<file path="src/rtl/token_to_ascii.sv">
// token_to_ascii: walks a 16-bit token buffer (operands and operator codes)
// and writes the equivalent ASCII expression one character at a time,
// ending with CR. Negative operands get a leading '-'. Digits are produced
// MSB first by repeated subtraction, with leading zeros suppressed.
//
//  state  | meaning
//  -------+-------------------------------------------------------------
//  IDLE   | pointers/flags cleared, waiting for En
//  FETCH  | R_Pointer presented to the token RAM (or divert to CR on abort)
//  WAIT   | RAM latency, token captured into tok_q at the end of the cycle
//  DECODE | classify tok_q: end / operator / operand (sign, magnitude)
//  SIGN   | write '-' for a negative operand
//  DIGIT  | one subtract of the current decimal weight per cycle
//  EMIT   | write char_q (operator or finished digit)
//  CR     | write 0x0D
//  DONE   | Finish high, R_Pointer parked on the end token
module token_to_ascii #(
    parameter int PTR_W   = 8,
    parameter int MAX_TOK = 255
) (
    input  logic             Sysclk,
    input  logic             Rst,
    input  logic             En,
    input  logic [15:0]      Token_In,
    output logic [PTR_W-1:0] R_Pointer,
    output logic [15:0]      Outstr,
    output logic             W_En,
    output logic [PTR_W-1:0] W_Pointer,
    output logic             Finish,
    output logic             Err
);

    localparam int CNT_W = $clog2(MAX_TOK + 1);

    typedef enum logic [3:0] {
        S_IDLE, S_FETCH, S_WAIT, S_DECODE, S_SIGN, S_DIGIT, S_EMIT, S_CR, S_DONE
    } state_t;

    state_t           state, state_nxt;
    logic [15:0]      tok_q;
    logic [CNT_W-1:0] tok_left;
    logic [16:0]      mag;
    logic [2:0]       place;
    logic [3:0]       digit;
    logic             started;
    logic             more_digits;
    logic [7:0]       char_q;
    logic             err_q;

    logic             is_end;
    logic             is_op;
    logic [7:0]       op_char;
    logic [16:0]      weight;
    logic             can_sub;
    logic             digit_shows;
    logic             wr_req;
    logic [7:0]       wr_char;

    // Token classification of the captured word
    always_comb begin
        is_end  = (tok_q == 16'h8001);
        is_op   = 1'b1;
        op_char = 8'h00;
        case (tok_q)
            16'h7FFF: op_char = 8'h2B;
            16'h7FFE: op_char = 8'h2D;
            16'h8002: op_char = 8'h2A;
            16'h8003: op_char = 8'h2F;
            16'h7FFC: op_char = 8'h28;
            16'h7FFD: op_char = 8'h29;
            default:  is_op   = 1'b0;
        endcase
    end

    // Decimal weight of the digit position currently being resolved
    always_comb begin
        case (place)
            3'd0:    weight = 17'd10000;
            3'd1:    weight = 17'd1000;
            3'd2:    weight = 17'd100;
            3'd3:    weight = 17'd10;
            default: weight = 17'd1;
        endcase
        can_sub     = (mag >= weight);
        digit_shows = (digit != 4'd0) || started || (place == 3'd4);
    end

    // State register; En low forces a synchronous return to IDLE
    always_ff @(posedge Sysclk or posedge Rst) begin
        if (Rst)
            state <= S_IDLE;
        else if (!En)
            state <= S_IDLE;
        else
            state <= state_nxt;
    end

    // Next-state logic
    always_comb begin
        state_nxt = state;
        case (state)
            S_IDLE:   state_nxt = S_FETCH;
            S_FETCH:  state_nxt = err_q ? S_CR : S_WAIT;
            S_WAIT:   state_nxt = S_DECODE;
            S_DECODE: begin
                if (is_end)
                    state_nxt = S_CR;
                else if (is_op)
                    state_nxt = S_EMIT;
                else if (tok_q[15])
                    state_nxt = S_SIGN;
                else
                    state_nxt = S_DIGIT;
            end
            S_SIGN:   state_nxt = S_DIGIT;
            S_DIGIT:  state_nxt = (!can_sub && digit_shows) ? S_EMIT : S_DIGIT;
            // Abort also routes through FETCH so CR never lands right after a write
            S_EMIT:   state_nxt = more_digits ? S_DIGIT : S_FETCH;
            S_CR:     state_nxt = S_DONE;
            S_DONE:   state_nxt = S_DONE;
            default:  state_nxt = S_IDLE;
        endcase
    end

    // Output decode: write request and character per state
    always_comb begin
        wr_req  = 1'b0;
        wr_char = 8'h00;
        Finish  = (state == S_DONE);
        case (state)
            S_SIGN: begin wr_req = 1'b1; wr_char = 8'h2D;  end
            S_EMIT: begin wr_req = 1'b1; wr_char = char_q; end
            S_CR:   begin wr_req = 1'b1; wr_char = 8'h0D;  end
            default: ;
        endcase
    end

    assign Err = err_q;

    // Datapath: pointers, write port, token capture and digit extraction
    always_ff @(posedge Sysclk or posedge Rst) begin
        if (Rst) begin
            R_Pointer   <= '0;
            W_Pointer   <= '0;
            Outstr      <= '0;
            W_En        <= 1'b0;
            err_q       <= 1'b0;
            tok_q       <= '0;
            tok_left    <= '0;
            mag         <= '0;
            place       <= '0;
            digit       <= '0;
            started     <= 1'b0;
            more_digits <= 1'b0;
            char_q      <= '0;
        end else if (!En) begin
            R_Pointer   <= '0;
            W_Pointer   <= '0;
            Outstr      <= '0;
            W_En        <= 1'b0;
            err_q       <= 1'b0;
            tok_q       <= '0;
            tok_left    <= '0;
            mag         <= '0;
            place       <= '0;
            digit       <= '0;
            started     <= 1'b0;
            more_digits <= 1'b0;
            char_q      <= '0;
        end else begin
            W_En <= wr_req;
            if (wr_req)
                Outstr <= {8'h00, wr_char};
            if (W_En)
                W_Pointer <= W_Pointer + PTR_W'(1);

            case (state)
                S_IDLE: tok_left <= CNT_W'(MAX_TOK);
                S_WAIT: tok_q <= Token_In;
                S_DECODE: begin
                    if (tok_left != '0)
                        tok_left <= tok_left - CNT_W'(1);
                    more_digits <= 1'b0;
                    char_q      <= op_char;
                    place       <= '0;
                    digit       <= '0;
                    started     <= 1'b0;
                    // 17-bit negate so 0x8000 becomes 32768
                    mag <= tok_q[15] ? (17'd0 - {1'b1, tok_q}) : {1'b0, tok_q};
                end
                S_DIGIT: begin
                    if (can_sub) begin
                        mag   <= mag - weight;
                        digit <= digit + 4'd1;
                    end else begin
                        char_q      <= 8'h30 + {4'h0, digit};
                        digit       <= '0;
                        more_digits <= (place != 3'd4);
                        if (digit_shows)
                            started <= 1'b1;
                        if (place != 3'd4)
                            place <= place + 3'd1;
                    end
                end
                S_EMIT: begin
                    if (!more_digits) begin
                        if (tok_left != '0)
                            R_Pointer <= R_Pointer + PTR_W'(1);
                        else
                            err_q <= 1'b1;
                    end
                end
                default: ;
            endcase
        end
    end

endmodule

</file>
<file path="config.mk">
export PLATFORM = sky130hd
export DESIGN_NAME = token_to_ascii
export DESIGN_NICKNAME = d
export VERILOG_FILES = /design/src/rtl/token_to_ascii.sv
export SDC_FILE = /design/constraint.sdc
export NUM_CORES = 1
export LEC_CHECK = 0
export ABC_CLOCK_PERIOD_IN_PS = 5100
export BUFFER_PORTS_ARGS = -buffer_cell sky130_fd_sc_hd__buf_2
export CORE_AREA = 5 5 104 106
export DETAILED_ROUTE_END_ITERATION = 7
export DIE_AREA = 0 0 109 111
export GPL_ROUTABILITY_DRIVEN = 1
export GPL_TIMING_DRIVEN = 0
export HOLD_SLACK_MARGIN = 0.08
export PLACE_DENSITY = 0.74
export SLEW_MARGIN = 20
export SYNTH_ARGS = -nofsm -noshare
export SYNTH_HDL_FRONTEND = slang
export SYNTH_SLANG_ARGS = --single-unit
</file>
<file path="constraint.sdc">
create_clock -name Sysclk -period 5.1 [get_ports Sysclk]
set_input_delay 0.255 -clock Sysclk [delete_from_list [all_inputs] [get_ports Sysclk]]
set_output_delay 0.255 -clock Sysclk [all_outputs]
set_load 0.03 [all_outputs]
</file>
# Yosys cells after proc, flatten, opt, wreduce, memory -nomap -nowiden

Index checks and enable logic that the tools add are counted.

$lt $le $gt $ge: 1
$add $sub $neg: 8
Eq/ne operators: 34
Multiplexer cells: 52
Reductions and logical operators: 18

Operators with widths:

| cell                  | number |
|---|---|
| $mux 8                | 10 |
| $eq 16x15->1 const B  | 4 |
| $mux 16               | 4 |
| $pmux 14 s4           | 1 |
| $mux 17               | 3 |
| $eq 16x16->1 const B  | 3 |
| $pmux 6 s6            | 1 |
| $pmux 17 s2           | 1 |
| $pmux 4 s8            | 1 |
| $pmux 8 s2            | 2 |
| $pmux 8 s3            | 1 |
| $ne 3x3->1 const B    | 6 |
| $ge 17x17->1          | 1 |
| $sub 1x17->17 const A | 1 |
| $sub 17x17->17        | 1 |
| $add 8x1->8 const B   | 2 |
| $eq 4x3->1 const B    | 4 |
| $mux 3                | 5 |
| $mux 1                | 13 |
| $mux 4                | 3 |
| $reduce_and 3->1      | 4 |
| $ne 2x1->1 const B    | 5 |
| $eq 4x2->1 const B    | 2 |
| $pmux 4 s2            | 1 |
| other kinds (25)      | 34 |

Flip-flop bits (word level): 96
Output and inout port bits: 35
Input port bits: 19

# Logic depth before layout (Yosys ltp)

Depth in word-level cells: 8
Gate-level depth with buffers: 13
Mapped depth without buffers: 11

# Worst setup path before layout

OpenSTA, ideal clock, no wires.

Path type: register to register
Start point: register place[0]
End point: register place[0]
Buffers on the path: 2
Library setup time: 0.125 ns
Setup slack: 2.084 ns
Required time: 4.975 ns
Arrival time: 2.892 ns
Stages on the path, launching flop included: 14
Cell sequence: dfrtp_1 inv_1 ha_1 o21ai_0 ha_1 a21oi_1 o32ai_1 a221o_1 or3_1 buf_6 nor2b_4 buf_6 o21bai_1 mux2_2

Word-level cells in the longest chain between the ends: 5
Elaborated cells between the ends (all ways): 15

RTL lines:

| item                                                               | line    | text |
|---|---|---|
| from (decl)                                                        | 43      | `logic [2:0] place;` |
| from (signal assigned)                                             | 202     | `place <= place + 3'd1;` |
| $eq 3x2->1, or another cell as far along                           | 77      | `case (place)` |
| $pmux 14 s4 / $mux 3 (equally long branches)                       | 77, 201 |  |
| $ge 17x17->1 / $mux 3 (equally long branches)                      | 84, 192 |  |
| $ne 3x3->1 (no source line) / $pmux 3 s2 (equally long branches)   | n/a     |  |
| $reduce_and 3->1 (no source line) / $mux 3 (equally long branches) | n/a     |  |

Several ways; a longest one is shown, not always the timed one. The select of a mux whose other input is x is not followed.
A chain may end at the register's enable or synchronous reset.

# Final worst setup path

Start point: register place[1]
End point: register mag[5]

Word-level cells in the longest chain between the ends: 6
Elaborated cells between the ends (all ways): 12

RTL lines:

| item                                     | line | text |
|---|---|---|
| $eq 3x2->1, or another cell as far along | 77   |  |
| $pmux 14 s4 *                            | 77   |  |
| $sub 17x17->17                           | 193  | `mag <= mag - weight;` |
| $mux 17                                  | 192  | `if (can_sub) begin` |
| $pmux 17 s2                              | 177  | `case (state)` |
| $mux 17                                  | 156  | `end else if (!En) begin` |
| to (signal assigned)                     | 189  | `mag <= tok_q[15] ? (17'd0 - {1'b1, tok_q}) : {1'b0, tok_q};` |
| to (signal assigned)                     | 193  |  |
| to (decl)                                | 42   | `logic [16:0] mag;` |

Mark *: on every way between the ends. The rest lies on a longest branch, timed or not. The select of a mux whose other input is x is not followed.

==> reports/qor.csv <==
metric,value,unit
peak supply drop,0.142,mV
cell area after synthesis,5300,um2
worst r2r src,place[1]$_DFFE_PP0P_,
ANT nets after route,0,
first-pass GRT wire length,23500,um
worst hold path depth,3,
async set-reset flop share out of synthesis,100,%
max-cap viol count,0,
hold_sp,Token_In[0],
sequential share of the synthesized area,39.7,%
die height,111,um
hold crit path type,in2reg,
Rows,36,
Cell variety after synth,62,
area of the multi-input gates,2960,um2
Hold Crit Endpoint,tok_q[0]$_DFFE_PP0P_,
critical path arrival,4080,ps
final setup fails,0,
r2r setup slk,1310,ps
IO buf count,43,
Worst-path clk slew,100,ps
Core ar.,9680,um2
crit start category,flip-flop,
Congestion Overflow GR,0,
Boundary Pins,54,
Total GRT Usage,24.3,%
largest net degree at the start of global routing,47,
vias in the first global route,4794,
Post-CTS Hold Fix Bufs,1,
pwr dens,255,nW/um2
Main synth FF type,dfrtp_1,
Final Util,61.5,%
initial antenna violation count,0,
iteration-0 DRC count of the detailed router,302,
Pins Over Slew Limit,0,
fillcell total,888,
n_diodes,0,
Starting Density,54.7,%
share of layout cells above drive strength 1,12.4,%
Sink Count,84,
Fmax,0.264,GHz
P_leak,2.70,nW
Num CTS Buffers,9,
CP endpoint kind,flip-flop,
Avg Synthesized Cell Area,8.47,um2
die width,109,um
Tmin final,3790,ps
Die Footprint,12100,um2
"flops & latches, synth",84,
"Clk Latency, worst-skew pair",370,ps
final worst path period share,74.3,%
Worst R2R End,mag[5]$_DFFE_PP0P_,
Setup TNS,0,ps
Routed WL per cell,17.3,um
Clock Skew,12.5,ps
Post-Layout Inst Area,5960,um2
placed cell count,811,
GPL Wtd Cong,0.907,
Setup Crit Path Kind,reg2reg,
Syn Inst Count,625,
layout net count,737,
placed wire-length estimate,10400,um
Final WS setup,1310,ps
Max transition margin,28.0,%
Area Growth Syn to Fin,12.5,%
CTS tree,done,
Final Non-Filler Cells,828,
Worst Reg-to-Reg Cells,13,
residual DRC count,0,
register area,2100,um2
post-cts gate resize count,0,
htree depth,3,
Critical Path RT,5380,ps
post-place setup slack,1440,ps
Yosys warnings,0,
status,"finished, final reports clean",
CP Max Fanout,10,
unrepaired setup endpoints after global routing,false,
Worst-Margin Slew,1070,ps
final hold viol count,0,
DRT Wirelength,14300,um
Max Buffers Root-to-Sink,2,
number of synthesized flops with an enable pin,0,
Post-DP Area,5730,um2
Setup Buffers After CTS,0,
"Power, Total",1.52,mW
via density per instance,5.97,
hold slack,103,ps
root buf cell,clkbuf_8,
First-pass DRT Iterations,5,
CP Launch Point,place[1]$_DFFE_PP0P_,
via count,4944,
-- kinds of logic (layout without fill, tap and decap cells) --
kind of cell             count (synthesis)  after routing  share of synthesized area (%)
AND/OR/NAND/NOR                        240            240                           20.8
multiplexers                             4              4                          0.803
buffers and inverters                   59            120                           5.22
flip-flops                              84             84                           39.7
adder cells (fa/ha/maj)                 28             28                           6.76
AO/OA/AOI/OAI                          174            174                           20.9
other                                    1             10                         0.0708
XOR/XNOR                                35             35                           5.79
-- cell type report --
cell class	instances	area share (%)
timing repair buffer	45	4.12
clock inverter	7	1.43
clock buffer	9	2.08
multi-input combinational	491	49.6
inverter	20	1.30
sequential	84	35.3
tap	133	2.79
buffer	39	3.38
-- power by group --
group	internal (mW)	leakage, nW	switching (mW)	total, mW
clock network	0.234	0.103	0.277	0.511
logic	0.0999	1.45	0.185	0.285
registers	0.692	1.15	0.0290	0.721
total	1.03	2.70	0.492	1.52
-- critical path, cell delays in order, from the launching register on --
cell,delay [ps]
dfrtp_1,420
inv_1,110
ha_1,220
nand2_1,150
ha_1,310
clkbuf_1,330
o311ai_0,270
a311oi_1,550
or3_1,210
buf_6,130
and2_1,180
clkbuf_1,480
o211ai_1,170
a21oi_1,170
-- Yosys cell counts (4+ instances only) --
cell / n / area [um2]
or3_1: 10 / 62.6
xnor2_1: 17 / 149
nand2_1: 95 / 357
nand3_1: 14 / 70.1
o211ai_1: 11 / 82.6
dfrtp_1: 84 / 2100
a211oi_1: 12 / 90.1
a21o_1: 5 / 37.5
o21ai_0: 36 / 180
nor4_1: 5 / 31.3
nand4_1: 8 / 50.1
nor3_1: 15 / 75.1
o31ai_1: 6 / 45.0
inv_1: 19 / 71.3
o21a_1: 5 / 37.5
buf_4: 10 / 75.1
nor2_1: 62 / 233
clkbuf_1: 25 / 93.8
nand2b_1: 8 / 50.1
a311oi_1: 4 / 35.0
a21oi_1: 58 / 290
ha_1: 27 / 338
a31oi_1: 4 / 25.0
o22ai_1: 5 / 31.3
xor2_1: 18 / 158
-- worst max path at each step --
| stage | end | slack [ps] | depth (start not counted) |
|---|---|---|---|
| 2_1_floorplan | place[0]$_DFFE_PP0P_ | 2080 | 13 |
| 3_3_place_gp | mag[6]$_DFFE_PP0P_ | 1500 | 13 |
| 3_5_place_dp | mag[5]$_DFFE_PP0P_ | 1440 | 13 |
| 4_1_cts | mag[5]$_DFFE_PP0P_ | 1390 | 13 |
| 5_1_grt | mag[5]$_DFFE_PP0P_ | 1040 | 13 |
| 6_report | mag[5]$_DFFE_PP0P_ | 1310 | 13 |
-- flip-flops by register name, summed over array words and instances, names as in the netlist --
register and flops:
mag 17, W_Pointer 8, char_q 6, place 3
started 1, W_En 1, R_Pointer 8, Err 1
tok_left 8, tok_q 16, digit 4, Outstr 6
more_digits 1, state 4
-- cells in the final DEF, fill, tap and decap left out, types with 6 or more instances in the layout --
cell type / Yosys / final
dfrtp_1: 84 / 84
a211oi_1: 12 / 12
buf_2: 2 / 45
o21ai_0: 36 / 36
nand3_1: 14 / 14
nand2b_1: 8 / 8
or3_1: 10 / 10
clkbuf_8: 0 / 9
inv_1: 19 / 18
clkbuf_1: 25 / 25
ha_1: 27 / 27
o31ai_1: 6 / 6
xnor2_1: 17 / 17
nand2_1: 95 / 95
buf_4: 10 / 10
nor2_1: 62 / 62
nand4_1: 8 / 8
conb_1: 1 / 10
xor2_1: 18 / 18
nor3_1: 15 / 15
a21oi_1: 58 / 58
o211ai_1: 11 / 11
-- layer usage --
metal  routed length, um  track usage (%)
met1                6050             32.5
met2                6980             38.7
met4                 457             10.7
met3                 811             3.67
met5                   0                0
Power figures use the tool's default switching activity.
